$ cat src/rtl/lcd_fill_sequencer.sv
`default_nettype none
// ============================================================================
// lcd_fill_sequencer
//   Bus master that sends one command byte then COUNT pixels of one colour.
// Revision: 1.0
// ============================================================================
module lcd_fill_sequencer #(
  parameter int          CNT_WIDTH = 17,
  parameter int          TIMEOUT   = 1023,
  parameter logic [31:0] BASE_ADDR = 32'h0
) (
  input  logic                 clk,
  input  logic                 reset,
  input  logic                 start_i,
  input  logic [7:0]           cmd_i,
  input  logic [15:0]          color_i,
  input  logic [CNT_WIDTH-1:0] count_i,
  output logic                 busy_o,
  output logic                 done_o,
  output logic                 timeout_err_o,
  output logic [31:0]          spi_address_o,
  output logic                 spi_sel_o,
  output logic                 spi_read_o,
  output logic [3:0]           spi_write_mask_o,
  output logic [31:0]          spi_write_value_o,
  input  logic [31:0]          spi_read_value_i,
  input  logic                 spi_ready_i
);

  localparam logic [31:0] C_OFF_DATA   = 32'h0;
  localparam logic [31:0] C_OFF_CTRL   = 32'h4;
  localparam logic [31:0] C_OFF_STATUS = 32'h8;
  localparam logic [31:0] C_OFF_DC     = 32'hC;
  localparam int          C_PW         = (TIMEOUT > 1) ? $clog2(TIMEOUT + 1) : 1;
  localparam logic [C_PW-1:0] C_POLL_LAST = C_PW'(TIMEOUT - 1);

  typedef enum logic [3:0] {
    S_IDLE    = 4'd0,
    S_WR_DC   = 4'd1,
    S_GAP     = 4'd2,
    S_WR_DATA = 4'd3,
    S_WR_CTRL = 4'd4,
    S_POLL    = 4'd5,
    S_NEXT    = 4'd6,
    S_FINISH  = 4'd7,
    S_ERR     = 4'd8
  } state_t;

  typedef struct packed {
    logic        sel;
    logic        rd;
    logic [3:0]  mask;
    logic [31:0] addr;
    logic [31:0] wdata;
  } bus_t;

  state_t               state_q;
  state_t               gap_next_q;
  bus_t                 bus_q;
  logic [7:0]           cmd_q;
  logic [15:0]          color_q;
  logic [CNT_WIDTH:0]   rem_q;
  logic                 cmd_phase_q;
  logic                 hi_q;
  logic [C_PW-1:0]      poll_cnt_q;
  logic                 busy_q;
  logic                 done_q;
  logic                 terr_q;
  logic [7:0]           w_byte;
  logic                 unused_status;

  // Bus image presented while sitting in a given state; non-access states idle the bus.
  function automatic bus_t bus_for(input state_t s, input logic dc, input logic [7:0] b);
    bus_t r;
    r = '0;
    case (s)
      S_WR_DC:   begin r.sel = 1'b1; r.mask = 4'hF; r.addr = BASE_ADDR + C_OFF_DC;   r.wdata = {31'b0, dc}; end
      S_WR_DATA: begin r.sel = 1'b1; r.mask = 4'hF; r.addr = BASE_ADDR + C_OFF_DATA; r.wdata = {24'b0, b}; end
      S_WR_CTRL: begin r.sel = 1'b1; r.mask = 4'hF; r.addr = BASE_ADDR + C_OFF_CTRL; r.wdata = 32'd1; end
      S_POLL:    begin r.sel = 1'b1; r.rd = 1'b1;   r.addr = BASE_ADDR + C_OFF_STATUS; end
      default:   r = '0;
    endcase
    return r;
  endfunction

  assign w_byte = cmd_phase_q ? cmd_q : (hi_q ? color_q[15:8] : color_q[7:0]);
  assign unused_status = ^{spi_read_value_i[31:2], spi_read_value_i[0]};

  always_ff @(posedge clk) begin
    if (reset) begin
      state_q     <= S_IDLE;
      gap_next_q  <= S_IDLE;
      bus_q       <= '0;
      cmd_q       <= '0;
      color_q     <= '0;
      rem_q       <= '0;
      cmd_phase_q <= 1'b0;
      hi_q        <= 1'b0;
      poll_cnt_q  <= '0;
      busy_q      <= 1'b0;
      done_q      <= 1'b0;
      terr_q      <= 1'b0;
    end else begin
      done_q <= 1'b0;
      case (state_q)
        S_IDLE: begin
          if (start_i) begin
            cmd_q       <= cmd_i;
            color_q     <= color_i;
            rem_q       <= {count_i, 1'b0};
            cmd_phase_q <= 1'b1;
            hi_q        <= 1'b1;
            busy_q      <= 1'b1;
            terr_q      <= 1'b0;
            state_q     <= S_WR_DC;
            bus_q       <= bus_for(S_WR_DC, 1'b0, 8'h00);
          end
        end
        S_WR_DC, S_WR_DATA, S_WR_CTRL: begin
          if (spi_ready_i) begin
            state_q    <= S_GAP;
            bus_q      <= '0;
            gap_next_q <= (state_q == S_WR_DC)   ? S_WR_DATA :
                          (state_q == S_WR_DATA) ? S_WR_CTRL : S_POLL;
          end
        end
        S_GAP: begin
          state_q    <= gap_next_q;
          bus_q      <= bus_for(gap_next_q, 1'b0, w_byte);
          poll_cnt_q <= '0;
        end
        S_POLL: begin
          if (spi_ready_i && spi_read_value_i[1]) begin
            state_q <= S_NEXT;
            bus_q   <= '0;
          end else if (poll_cnt_q == C_POLL_LAST) begin
            state_q <= S_ERR;
            bus_q   <= '0;
            terr_q  <= 1'b1;
            done_q  <= 1'b1;
            busy_q  <= 1'b0;
          end else begin
            poll_cnt_q <= poll_cnt_q + 1'b1;
          end
        end
        S_NEXT: begin
          if (cmd_phase_q) begin
            cmd_phase_q <= 1'b0;
            if (rem_q == '0) begin
              state_q <= S_FINISH;
              done_q  <= 1'b1;
              busy_q  <= 1'b0;
            end else begin
              state_q <= S_WR_DC;
              bus_q   <= bus_for(S_WR_DC, 1'b1, 8'h00);
            end
          end else begin
            // The POLL->NEXT hop already provides the idle cycle before the next DATA write.
            rem_q <= rem_q - 1'b1;
            hi_q  <= ~hi_q;
            if (rem_q == (CNT_WIDTH+1)'(1)) begin
              state_q <= S_FINISH;
              done_q  <= 1'b1;
              busy_q  <= 1'b0;
            end else begin
              state_q <= S_WR_DATA;
              bus_q   <= bus_for(S_WR_DATA, 1'b0, hi_q ? color_q[7:0] : color_q[15:8]);
            end
          end
        end
        S_FINISH: state_q <= S_IDLE;
        S_ERR:    state_q <= S_IDLE;
        default: begin
          state_q <= S_IDLE;
          bus_q   <= '0;
          busy_q  <= 1'b0;
        end
      endcase
    end
  end

  assign busy_o            = busy_q;
  assign done_o            = done_q;
  assign timeout_err_o     = terr_q;
  assign spi_sel_o         = bus_q.sel;
  assign spi_read_o        = bus_q.rd;
  assign spi_write_mask_o  = bus_q.mask;
  assign spi_address_o     = bus_q.addr;
  assign spi_write_value_o = bus_q.wdata;

endmodule
`default_nettype wire

$ cat config.mk
export PLATFORM = sky130hd
export DESIGN_NAME = lcd_fill_sequencer
export DESIGN_NICKNAME = d
export VERILOG_FILES = /design/src/rtl/lcd_fill_sequencer.sv
export SDC_FILE = /design/constraint.sdc
export NUM_CORES = 1
export LEC_CHECK = 0
export ABC_AREA = 1
export CORE_ASPECT_RATIO = 0.5
export CORE_UTILIZATION = 43
export CTS_CLUSTER_DIAMETER = 40
export DETAILED_ROUTE_END_ITERATION = 6
export GPL_TIMING_DRIVEN = 1
export PLACE_DENSITY_LB_ADDON = 0.3
export SYNTH_ARGS = -nofsm -noshare
export SYNTH_HDL_FRONTEND = slang
export SYNTH_SLANG_ARGS = --single-unit
$ cat constraint.sdc
create_clock -name clk -period 1.5 [get_ports clk]
set_clock_uncertainty 0.05 [all_clocks]
set_input_delay 0.3 -clock clk [delete_from_list [all_inputs] [get_ports clk]]
set_output_delay 0.3 -clock clk [all_outputs]
set_load 0.01 [all_outputs]
==> metrics.txt <==
crit end category=flip-flop; die area=between 0.01 and 0.015 mm^2; placed instance area=0.005933 mm^2; FILL cells=786; leakage power figure=3.114 nW; Hold Path Class=reg -> reg; RSZ-0062 raised after global routing=true; Post-synth EDFFs=0; I/O pin count=150; TritonCTS clock tree=yes; Maximum Capacitance Violations=0; Final Wtd Congestion=0.8699; number of global-route vias before repair=4,536; outcome=finished with violations; max incr delay on CP=between 0.3 and 0.4 ns; syn_area_per_cell=6.661 um^2; Core ar.=0.01044 mm^2; Mapped Cells=just over 700; power density cells=~1200 mW/mm^2; final setup margin=-0.1813 ns; ANT nets after route=0; clk slew on worst S/H paths=roughly 0.060 ns; Vias=roughly 5,000; DR WL/cell=14.11 um; H-tree depth=3; fin util=68.21%; CTS root buffer=clkbuf_16; share of cells above drive strength 1=31.91%; drt total wl=approximately 14,000 um; Synth-to-Final Area Change=51.05%; f_max=about 600 MHz; Die W=150.1 um; first-pass GRT wire length=21,190 um; Setup Viol. Count Final=44; dpl hpwl=8978 um; YS warnings=0; Antenna Cells=0; I/O Buffers=64; Critical Path Start Type=flip-flop; gr ovfl total=0; Synth top area share=32.69%; First DRT Iteration DRCs=~370; Post-synth top flop=dfxtp_1; arrival time worst endpoint=1.86 ns; fin cells=about 1,000; area leader, netlist=dfxtp_1; worst path cell trace=inv_2 -> ha_4 -> nand3_4 -> nor2_4 -> nand2_2 -> nand2_4 -> nand2_4 -> nor2_4 -> buf_12 -> nand3_1 -> nand2_1 -> nor2_1; Max Slew Vio Count=0; Core Rows=26; synthesized cell area=around 0.0047 mm^2; post-route cell area=0.007123 mm^2; clock latency at the later pin of the worst-skew pair=between 0.3 and 0.4 ns; Clock Sink Count=77; Final Total Pwr=8.417 mW; failing checks=setup timing; Synth cell types=42; placed cell count=975; crit path kind=reg -> reg; clk buf depth=2; most frequent cells after synthesis=nand2_1, nor2_1, a21oi_1, dfxtp_1, buf_4; pin count of the biggest net entering global routing=30; gr usage total=23.22%; router iterations before antenna repair=5; Seq/Total Area, Yosys=roughly 33%; CP max FO=13; Final Hold Slack=0.4039 ns; synthesized flop and latch total=77; drc violations=0; Crit path required time=1.68 ns; Final Critical Period=approximately 1.7 ns; FF/Latch Area=0.001563 mm^2; Fin. Hold Viols=0; Critical Path Slowest Stage Cell=dfxtp_2; Post-synth ARST share=0%; crit share post-route=112.1%; footprint of the multi-input gates=0.003094 mm^2; starting density of the core=45.16%; top-count cell post-synth=nand2_1; die height=roughly 76 um; Vias per Instance=5.080; Peak VDD IR=0.6880 mV; initial antenna violation count=0; Synth area leaders=dfxtp_1, nand2_1, buf_4; TritonCTS Buffers=9; fin nets=941
==> layout make-up <==
cell class                 instances  share of cell area [%]
tap                              140                   2.459
inverter                          59                   3.460
sequential                        77                   21.94
clock inverter                     3                  0.5972
timing repair buffer             175                   24.31
multi-input combinational        538                   43.44
clock buffer                      13                   3.794
==> cell usage in the layout, fill, tap and decap left out, types with 14 or more instances in the layout <==
cell and count:
nand2_1 136, buf_4 80, dfxtp_1 64, a21oi_1 62, nor2_1 54, conb_1 54, clkdlybuf4s50_1 45, inv_1 40
nand3_1 39, o21ai_0 30, dlygate4sd2_1 19, nor2_4 17, nand2_2 17, a21oi_2 16, clkbuf_16 15, buf_6 15
nor2_2 14, o21ai_2 14
==> layer usage <==
layer,GRT usage (%),wire length (um),part of all wire (%)
met5,0,0,0
met4,6.566,268,1.9
met3,4.371,780,5.5
met2,38.38,6841,48
met1,30.78,6287,44
==> power by group <==
group	leakage, nW	internal, mW	switching [mW]
clock	0.152	1.42	0.863
combinational	2.32	1.59	1.95
sequential	0.638	2.35	0.240
==> path summary, 6_finish.rpt <==
kind,startpoint,endpoint,slack [ns],depth (start not counted)
setup reg to reg,poll_cnt_q[0]$_SDFFE_PP0P_,spi_write_value_o[2]$_SDFFE_PP0P_,-0.18,12
hold reg to reg,cmd_q[3]$_SDFFE_PP0P_,cmd_q[3]$_SDFFE_PP0P_,0.40,2
setup / recovery,poll_cnt_q[0]$_SDFFE_PP0P_,spi_write_value_o[2]$_SDFFE_PP0P_,-0.18,12
hold / removal,cmd_q[3]$_SDFFE_PP0P_,cmd_q[3]$_SDFFE_PP0P_,0.40,2
==> per-stage QoR <==
step                worst slack (ns)  setup TNS (ns)
floorplan                   -0.07350         -0.5957
global placement             -0.3227          -14.38
detailed placement           -0.3692          -15.85
CTS                          -0.1322          -1.661
global route                 -0.2844          -7.902
finish                       -0.1813          -3.829
==> worst max-delay path, delay by kind of cell, from the launching register on <==
kind,cells,cell delay (ns)
and+or+nand+nor,9,0.80
DFF,1,0.32
buffers and inverters,2,0.24
adders and majority gates,1,0.15
==> state kept, by name, summed over array words and instances (netlist names) <==
| signal | count |
|---|---|
| busy_o | 1 |
| cmd_phase_q | 1 |
| cmd_q | 8 |
| color_q | 16 |
| done_o | 1 |
| gap_next_q | 3 |
| hi_q | 1 |
| poll_cnt_q | 10 |
| rem_q | 18 |
| spi_address_o | 2 |
| spi_read_o | 1 |
| spi_sel_o | 1 |
| spi_write_mask_o | 1 |
| spi_write_value_o | 8 |
| state_q | 4 |
| timeout_err_o | 1 |
==> what timing repair did <==
action | CTS | global route
resized for setup | 72 | 162
endpoints found under the setup margin | 74 | 70
setup buffers | 4 | 7
pin swaps | 10 | 63
hold buffers | 0 | 0
cloned | 1 | 6
==> logic make-up (layout without fill, tap and decap cells) <==
family / count (synthesis) / count (layout) / share of synthesized area, %
flip-flops: 77 / 77 / 32.69
adder cells (fa/ha/maj): 4 / 4 / 1.061
AO/OA/AOI/OAI: 149 / 149 / 16.90
other: 1 / 54 / 0.07952
multiplexers: 6 / 6 / 1.274
XOR/XNOR: 4 / 4 / 0.7430
buffers and inverters: 146 / 250 / 17.99
AND/OR/NAND/NOR: 321 / 321 / 29.26
No activity file was read; power rests on OpenSTA's default activity.
